## src/rtl/nwnr_fifo.sv

```systemverilog
// Parametrised N-write / M-read FIFO with lane compaction, ready/valid flags and sticky error flags.
// Optional same-cycle write credit and read bypass are enabled with NWNR_FIFO_BYPASS_EN.
module nwnr_fifo #(
    parameter int DATA_WIDTH = 32,
    parameter int DEPTH      = 16,
    parameter int WR_PORTS   = 2,
    parameter int RD_PORTS   = 2,
    parameter int CNT_WIDTH  = $clog2(DEPTH + 1)
) (
    input  logic                           clk,
    input  logic                           rst,
    input  logic [WR_PORTS-1:0]            wr_en_i,
    input  logic [WR_PORTS*DATA_WIDTH-1:0] wr_data_i,
    output logic [WR_PORTS-1:0]            wr_ready_o,
    input  logic [RD_PORTS-1:0]            rd_en_i,
    output logic [RD_PORTS*DATA_WIDTH-1:0] rd_data_o,
    output logic [RD_PORTS-1:0]            rd_valid_o,
    output logic [CNT_WIDTH-1:0]           count_o,
    output logic                           full_o,
    output logic                           empty_o,
    output logic                           overflow_o,
    output logic                           underflow_o
);

    localparam int PTR_W = (DEPTH > 1) ? $clog2(DEPTH) : 1;

    // Operands are always below 2*DEPTH, so one conditional subtract suffices.
    function automatic int wrap_idx(input int v);
        return (v >= DEPTH) ? v - DEPTH : v;
    endfunction

    logic [DATA_WIDTH-1:0] mem [DEPTH];
    logic [PTR_W-1:0]      head_reg, tail_reg;
    logic [CNT_WIDTH-1:0]  count_reg;
    logic                  overflow_reg, underflow_reg;

    int                    lead, free_slots, wr_k, n_wr, avail, pops;
    logic                  prefix_ok, ov_ev, un_ev;
    logic [WR_PORTS-1:0]   wr_acc;
    logic [PTR_W-1:0]      wr_addr [WR_PORTS];
    logic [DATA_WIDTH-1:0] rd_lane [RD_PORTS];
    logic [RD_PORTS-1:0]   rd_vis;
`ifdef NWNR_FIFO_BYPASS_EN
    int                    byp_idx;
`endif

    // Leading-ones run of the pop mask; any 1 after a 0 breaks the prefix rule.
    always_comb begin
        lead      = 0;
        prefix_ok = 1'b1;
        for (int i = 0; i < RD_PORTS; i++) begin
            if (rd_en_i[i]) begin
                if (lead == i) lead = lead + 1;
                else           prefix_ok = 1'b0;
            end
        end
    end

    always_comb begin
`ifdef NWNR_FIFO_BYPASS_EN
        free_slots = DEPTH - int'(count_reg)
                   + ((lead < int'(count_reg)) ? lead : int'(count_reg));
`else
        free_slots = DEPTH - int'(count_reg);
`endif
        wr_k   = 0;
        n_wr   = 0;
        ov_ev  = 1'b0;
        wr_acc = '0;
        for (int i = 0; i < WR_PORTS; i++) begin
            wr_addr[i] = '0;
            if (wr_en_i[i]) begin
                if (wr_k < free_slots) begin
                    wr_acc[i]  = 1'b1;
                    wr_addr[i] = PTR_W'(wrap_idx(int'(tail_reg) + wr_k));
                    n_wr       = n_wr + 1;
                end else begin
                    ov_ev = 1'b1;
                end
                wr_k = wr_k + 1;
            end
        end
    end

    always_comb begin
`ifdef NWNR_FIFO_BYPASS_EN
        avail = int'(count_reg) + n_wr;
`else
        avail = int'(count_reg);
`endif
        pops   = (lead < avail) ? lead : avail;
        un_ev  = !prefix_ok;
        rd_vis = '0;
        for (int i = 0; i < RD_PORTS; i++) begin
            rd_vis[i]  = (i < avail);
            rd_lane[i] = '0;
            if (rd_en_i[i] && (i >= avail)) un_ev = 1'b1;
            if (i < int'(count_reg))
                rd_lane[i] = mem[PTR_W'(wrap_idx(int'(head_reg) + i))];
        end
`ifdef NWNR_FIFO_BYPASS_EN
        // Lanes past the stored entries show accepted writes in compacted order.
        byp_idx = int'(count_reg);
        for (int w = 0; w < WR_PORTS; w++) begin
            if (wr_acc[w]) begin
                for (int i = 0; i < RD_PORTS; i++)
                    if (i == byp_idx) rd_lane[i] = wr_data_i[w*DATA_WIDTH +: DATA_WIDTH];
                byp_idx = byp_idx + 1;
            end
        end
`endif
    end

    always_ff @(posedge clk or posedge rst) begin
        if (rst) begin
            head_reg      <= '0;
            tail_reg      <= '0;
            count_reg     <= '0;
            overflow_reg  <= 1'b0;
            underflow_reg <= 1'b0;
        end else begin
            head_reg      <= PTR_W'(wrap_idx(int'(head_reg) + pops));
            tail_reg      <= PTR_W'(wrap_idx(int'(tail_reg) + n_wr));
            count_reg     <= CNT_WIDTH'(int'(count_reg) + n_wr - pops);
            overflow_reg  <= overflow_reg | ov_ev;
            underflow_reg <= underflow_reg | un_ev;
        end
    end

    always_ff @(posedge clk) begin
        for (int i = 0; i < WR_PORTS; i++)
            if (wr_acc[i]) mem[wr_addr[i]] <= wr_data_i[i*DATA_WIDTH +: DATA_WIDTH];
    end

    generate
        for (genvar gi = 0; gi < WR_PORTS; gi++) begin : g_wr_ready
            assign wr_ready_o[gi] = (free_slots > gi);
        end
        for (genvar gi = 0; gi < RD_PORTS; gi++) begin : g_rd_lane
            assign rd_valid_o[gi]                          = rd_vis[gi];
            assign rd_data_o[gi*DATA_WIDTH +: DATA_WIDTH] = rd_lane[gi];
        end
    endgenerate

    assign count_o     = count_reg;
    assign full_o      = (count_reg == CNT_WIDTH'(DEPTH));
    assign empty_o     = (count_reg == '0);
    assign overflow_o  = overflow_reg;
    assign underflow_o = underflow_reg;

`ifndef SYNTHESIS
    always_ff @(posedge clk) begin
        if (!rst) begin
            assert (int'(count_reg) <= DEPTH);
            assert (wrap_idx(int'(tail_reg) + DEPTH - int'(head_reg))
                    == ((int'(count_reg) == DEPTH) ? 0 : int'(count_reg)));
        end
    end
`endif

endmodule

```

## config.mk

```make
export PLATFORM = sky130hd
export DESIGN_NAME = nwnr_fifo
export DESIGN_NICKNAME = d
export VERILOG_FILES = /design/src/rtl/nwnr_fifo.sv
export SDC_FILE = /design/constraint.sdc
export NUM_CORES = 1
export LEC_CHECK = 0
export ABC_AREA = 1
export CORE_UTILIZATION = 28
export CTS_CLUSTER_DIAMETER = 80
export DETAILED_ROUTE_END_ITERATION = 8
export HOLD_SLACK_MARGIN = 0.15
export PLACE_DENSITY = 0.5
export SYNTH_ARGS = -nofsm -noshare
export SYNTH_HDL_FRONTEND = slang
export SYNTH_SLANG_ARGS = --single-unit
```

## constraint.sdc

```tcl
create_clock -name clk -period 10.9 [get_ports clk]
set_clock_uncertainty 0.05 [all_clocks]
set_input_delay 2.18 -clock clk [delete_from_list [all_inputs] [get_ports clk]]
set_output_delay 2.18 -clock clk [all_outputs]
set_load 0.005 [all_outputs]
```

==> results.py, run 1 <==
metrics = {
    "finish": {
        "final_core_util_pct": 31.7,
        "final_cell_mix": "nand2_1 (1294), nand3_1 (582), edfxtp_1 (512), nor2_1 (401), o21ai_0 (325)",
        "nFillCells": 12242,
        "mostFrequentLayoutCell": "nand2_1",
        "largest_reg_flops": 512,
        "syn_to_final_growth_pct": 12.3,
        "drive_gt1_share_pct": 5.54,
        "layout.nets": 4118,
    },
    "synth": {
        "yosysWarnings": 0,
        "synth_edf_count": 512,
        "ys_seq_area_share_pct": 47.3,
        "ys.flop_type": "edfxtp_1",
        "syn_inst": 4227,
        "synthDistinctLibCells": 34,
        "yosys-top-cells-area": "edfxtp_1 (46%), nand2_1 (15%), nand3_1 (8.7%), o21ai_0 (5.1%), nor2_1 (4.5%)",
        "synthesis.area_sq_um": 33300,
        "yosysTopAreaCell": "edfxtp_1",
        "ys_seq_elements": 527,
        "synth_nets": 4321,
        "async_reset_ff_share_pct": 2.85,
        "syn_avg_cell_area_sq_um": 7.88,
        "synth_top_area_share_pct": 46.1,
    },
    "power_and_ir_drop": {
        "power.total_mw": 12.1,
        "power-per-cell-area_nw_per_um2": 322,
        "p_sw_mw": 6.12,
        "pwr-share-clk_pct": 16.9,
        "switching_share_pct": 50.8,
        "p_int_mw": 5.93,
        "p_comb_share_pct": 59.7,
        "leakagePower_nw": 14.6,
        "vdd_ir_drop_max_v": 0.000262,
        "seqPwrFrac_pct": 23.4,
    },
    "die": {
        "core_sq_um": 118000,
        "die_width_um": 347,
        "die_h_um": 347,
        "initial_core_util_pct": 28.2,
        "pin_count": 147,
        "dieArea_sq_um": 120000,
        "num_rows": 126,
    },
    "placed_design": {
        "portBuffers": 146,
        "gpl.final_weighted_congestion": 0.828,
        "post-place-ws_ns": 4.09,
        "hpwlAfterDp_mm": 82.4,
    },
    "critical_path": {
        "cp_top_family": "buffers and inverters",
        "max_stage_delay_ns": 0.92,
        "path_buf_inv": 3,
        "crit_arrival_ns": 5.45,
        "crit_type": "reg -> out",
        "path_cells": "buf_4, buf_4, o21ai_0, o221ai_1, nand3_1, a21oi_1, clkdlybuf4s50_1",
        "end_kind": "output pin",
        "ff2ff_setup_slack_ns": 6.01,
        "cp_max_fo": 102,
        "timing.rr.end": "mem[10][9]$_DFFE_PP_",
        "reg2reg_depth": 14,
        "required_ns": 8.67,
        "cp_slowest_cell": "buf_4",
        "cpMostUsedCell": "buf_4",
        "regToRegStartpoint": "count_o[1]$_DFF_PP0_",
        "start_kind": "flop",
    },
    "clock_tree": {
        "cts_num_sinks": 527,
        "cts_tree": "built",
        "htreeDepth": 2,
        "postCtsHoldBufs": 0,
        "postCtsSetupRepairBufs": 0,
        "clk_latency_ns": 0.66,
        "clock-root-buffer": "clkbuf_16",
        "cts.repair.resized": 0,
        "numCtsBuffers": 59,
        "path_clk_slew_ns": 0.06,
        "cts_buffer_depth": 3,
    },
    "outcome": {
        "status": "finished, final reports clean",
    },
    "timing": {
        "max-slew-margin-rel_pct": 21.7,
        "post-route-period-util_pct": 70.5,
        "rsz0062_at_grt": "no",
        "fmax_ghz": 0.130,
        "min_period_ns": 7.68,
        "postLayoutSetupSlackWorst_ns": 3.22,
        "finalMaxSlewViolations": 0,
        "worst_pin_slew_ns": 1.17,
        "fin_tns_setup_ns": 0,
        "hold_viol": 0,
        "setup_viol": 0,
    },
    "route": {
        "dr.first_iter.drc_count": 4561,
        "wl_per_cell_um": 27.1,
        "ant_nets": 0,
        "viasPerCell": 5.77,
        "drt_pass1_iterations": 7,
        "route.detailed.drc": 0,
        "vias": 32333,
        "routed_wirelength_mm": 152,
    },
    "grt": {
        "grt_max_degree": 252,
        "grt_pass1_vias": 30117,
        "grt_overflow": 0,
        "groute.usage.overall_pct": 24.4,
        "antenna_found_initial": 7,
        "grt_pass1_wl_mm": 216,
    },
    "worst_hold_path": {
        "hold_end": "tail_reg[3]$_DFF_PP0_",
        "min_from": "tail_reg[3]$_DFF_PP0_",
        "hold-path-cell-count": 1,
        "hold_class": "reg -> reg",
    },
    "job": {
        "max-cap-violations": 0,
    },
}
-- through the flow --
step	hold slack (ns)	std cells	area (sq um)
final	0.438	5602	37400
after global routing	0.452	5602	37400
after CTS	0.438	5601	37400
after detailed placement	0.425	5499	35600
after global placement	0.416	5499	35600
after floorplan	0.399	4227	33300
-- synth_stat cells, types with 4 or more instances --
| cell | n |
|---|---|
| nand2_1 | 1311 |
| nand3_1 | 582 |
| edfxtp_1 | 512 |
| nor2_1 | 402 |
| o21ai_0 | 338 |
| clkbuf_1 | 269 |
| buf_2 | 158 |
| o221ai_1 | 144 |
| a21oi_1 | 138 |
| mux2i_1 | 96 |
| o22ai_1 | 48 |
| buf_1 | 43 |
| a221oi_1 | 32 |
| o211ai_1 | 32 |
| inv_1 | 28 |
| ha_1 | 20 |
| dfrtp_1 | 15 |
| buf_4 | 13 |
| inv_2 | 7 |
| nor2_2 | 7 |
| xor2_1 | 7 |
| fa_1 | 4 |
-- routing by layer --
| metal | GRT usage (%) | wire, um | share of wire [%] | vias up |
|---|---|---|---|---|
| met3 | 3.35 | 15900 | 10 | 321 |
| li1 | - | - | - | 14237 |
| met1 | 34.0 | 62700 | 41 | 15753 |
| met4 | 8.91 | 5320 | 3.5 | 8 |
| met2 | 38.4 | 67800 | 45 | 2014 |
| met5 | 0 | 58 | 0.038 | - |
-- worst register-to-register path, stage by stage, from the launching register on --
cell and delay (ns):
dfrtp_1 0.48, inv_1 0.16, ha_1 0.19, inv_1 0.05, nor2_1 0.15, ha_1 0.25
inv_1 0.07, nor2_2 0.06, nand3_2 0.16, nand4_1 0.24, nor2_4 0.18, buf_12 0.64
nand2_2 1.02, o21ai_4 0.23, buf_4 0.57
-- power by group through the flow --
stage,clock (mW),combinational (mW),sequential (mW)
after floorplan,0,3.86,2.78
after global placement,0,6.95,2.86
after global routing,2.12,7.57,2.85
after detailed placement,0,6.98,2.86
after CTS,2.04,7.02,2.82
final,2.03,7.20,2.82
-- area by class of cell --
class                   instances  area [sq um]  share of cell area, %
diodes                          1          2.50                0.00669
clock buffers                  72          1580                   4.21
clock inverters                30           277                  0.739
inverters                      37           151                  0.405
multi-input cells            3180         15700                   42.0
flip-flops and latches        527         15800                   42.1
well taps                    1536          1920                   5.14
repair buffers                219          2030                   5.44
-- logic make-up after synthesis --
family	share of synthesized area, %
other	0.0113
multiplexers	2.88
XOR/XNOR	0.334
adder cells (fa/ha/maj)	0.991
flip-flops	47.3
AO/OA/AOI/OAI	13.5
buffers and inverters	6.60
AND/OR/NAND/NOR	28.4
-- how the worst max path moves through the flow --
stage,cells after the start,to,startpoint
global placement,7,rd_data_o[50],head_reg[0]$_DFF_PP0_
floorplan,4,mem[6][0]$_DFFE_PP_,wr_en_i[0]
detailed placement,7,rd_data_o[63],head_reg[0]$_DFF_PP0_
CTS,7,rd_data_o[63],head_reg[0]$_DFF_PP0_
global route,7,rd_data_o[50],head_reg[0]$_DFF_PP0_
finish,7,rd_data_o[50],head_reg[0]$_DFF_PP0_
No activity file was read; power rests on OpenSTA's default activity.
==> inputs of run 2 (changes only) <==
==> constraint.sdc (replaced) <==
create_clock -name clk -period 7.9 [get_ports clk]
set_clock_uncertainty 0.05 [all_clocks]
set_input_delay 1.58 -clock clk [delete_from_list [all_inputs] [get_ports clk]]
set_output_delay 1.58 -clock clk [all_outputs]
set_load 0.005 [all_outputs]
==> run 2 against run 1 <==
Routed wire length grew 0.31%; global-route usage is 0.17 points higher; flip-flop and latch count unchanged; combinational power increased by 38%; largest power group unchanged; clock-buffer cell count is 6 lower; clock power rose by 34%; cell area is 0.19% higher; worst hold slack got worse by 0.010 ns; first-iteration DRC count down 12%; highest routed layer unchanged; utilization up 0.059 points; final cell count rose by 0.39%; non-clock buffer count grew 13.
==> results.py, run 2 (synthesis results as in run 1) <==
metrics = {
    "die": {
        "pin_count": 147,
        "die_h_um": 347,
        "num_rows": 126,
        "die_width_um": 347,
        "dieArea_sq_um": 120000,
        "core_sq_um": 118000,
        "initial_core_util_pct": 28.2,
    },
    "finish": {
        "drive_gt1_share_pct": 5.97,
        "mostFrequentLayoutCell": "nand2_1",
        "largest_reg_flops": 512,
        "syn_to_final_growth_pct": 12.5,
        "stdcell_count": 5624,
        "layout.nets": 4132,
        "finalInstanceArea_sq_um": 37500,
        "final_cell_mix": "nand2_1 (1294), nand3_1 (582), edfxtp_1 (512), nor2_1 (401), o21ai_0 (325)",
        "multi_input_area_sq_um": 15700,
        "nFillCells": 12265,
        "final_core_util_pct": 31.8,
        "seqCellArea_sq_um": 15800,
    },
    "placed_design": {
        "placed_cell_area_sq_um": 35700,
        "portBuffers": 146,
        "hpwlAfterDp_mm": 85.9,
        "dp.cells": 5512,
        "gpl.final_weighted_congestion": 0.837,
    },
    "timing": {
        "fmax_ghz": 0.149,
        "fin_tns_setup_ns": 0,
        "max-slew-margin-rel_pct": 18.6,
        "hold_viol": 0,
        "finalMaxSlewViolations": 0,
        "post-route-period-util_pct": 85.0,
        "min_period_ns": 6.72,
        "setup_viol": 0,
        "worst_pin_slew_ns": 1.22,
        "rsz0062_at_grt": "no",
    },
    "route": {
        "dr.first_iter.drc_count": 3998,
        "vias": 32254,
        "route.detailed.drc": 0,
        "drt_pass1_iterations": 6,
        "routed_wirelength_mm": 152,
        "ant_nets": 0,
        "wl_per_cell_um": 27.1,
        "viasPerCell": 5.74,
    },
    "grt": {
        "groute.usage.overall_pct": 24.6,
        "grt_overflow": 0,
        "antenna_found_initial": 11,
        "grt_pass1_wl_mm": 218,
        "grt_max_degree": 133,
        "grt_pass1_vias": 30109,
    },
    "clock_tree": {
        "cts.repair.resized": 0,
        "path_clk_slew_ns": 0.06,
        "postCtsSetupRepairBufs": 0,
        "numCtsBuffers": 60,
        "postCtsHoldBufs": 0,
        "cts_num_sinks": 527,
        "clk_latency_ns": 0.66,
        "cts_buffer_depth": 3,
        "htreeDepth": 2,
        "clock-root-buffer": "clkbuf_16",
        "cts_tree": "built",
    },
    "power_and_ir_drop": {
        "leakagePower_nw": 14.7,
        "power-per-cell-area_nw_per_um2": 445,
        "vdd_ir_drop_max_v": 0.000482,
    },
    "critical_path": {
        "cp_slowest_cell": "buf_4",
        "required_ns": 6.27,
        "cp_max_fo": 99,
        "path_cells": "buf_4, buf_4, nor2_1, o221ai_1, nand3_1, a21oi_1, clkdlybuf4s50_1",
        "cpMostUsedCell": "buf_4",
        "max_stage_delay_ns": 0.92,
        "cp_top_family": "buffers and inverters",
        "crit_type": "reg -> out",
        "start_kind": "flop",
        "end_kind": "output pin",
        "crit_arrival_ns": 5.09,
        "path_buf_inv": 3,
    },
    "job": {
        "max-cap-violations": 0,
    },
    "worst_hold_path": {
        "hold_class": "reg -> reg",
    },
    "outcome": {
        "status": "finished, final reports clean",
    },
}
## run 2: worst paths after layout
check / startpoint / endpoint / slack (ns) / cells after the start
setup reg to reg: count_o[1]$_DFF_PP0_ / mem[1][11]$_DFFE_PP_ / 3.44 / 15
hold / removal: tail_reg[3]$_DFF_PP0_ / tail_reg[3]$_DFF_PP0_ / 0.43 / 1
hold reg to reg: tail_reg[3]$_DFF_PP0_ / tail_reg[3]$_DFF_PP0_ / 0.43 / 1
max in group asynchronous: rst / head_reg[0]$_DFF_PP0_ / 6.07 / 2
min in group asynchronous: rst / count_o[3]$_DFF_PP0_ / 1.25 / 2
setup / recovery: head_reg[0]$_DFF_PP0_ / rd_data_o[63] / 1.18 / 7
## run 2: layer usage
metal	global-route usage [%]	share of wire (%)	vias up	wire [um]
met5	0	0.022	-	34
met4	8.96	3.6	6	5480
met3	4.09	11	320	16200
met2	38.6	44	2000	67600
met1	33.9	41	15653	62900
li1	-	-	14275	-
## run 2: cell type report
type,count,area share [%]
antenna,2,0.0133
sequential,527,42.0
tap,1536,5.13
inverter,37,0.404
clock buffer,66,4.06
timing repair buffer,232,5.72
multi-input combinational,3180,41.9
clock inverter,44,0.764
## run 2: per-stage QoR
| step | total power [mW] | setup slack, ns | hold WS [ns] |
|---|---|---|---|
| floorplan | 9.16 | 3.11 | 0.399 |
| global route | 17.3 | 1.06 | 0.451 |
| CTS | 16.4 | 1.33 | 0.429 |
| detailed placement | 13.7 | 2.04 | 0.412 |
| finish | 16.7 | 1.18 | 0.428 |
| global placement | 13.6 | 2.06 | 0.419 |
## run 2: power by group
group	total, mW	internal [mW]	switching (mW)
sequential	3.98	3.62	0.366
clock	2.73	1.45	1.29
combinational	9.95	3.03	6.92
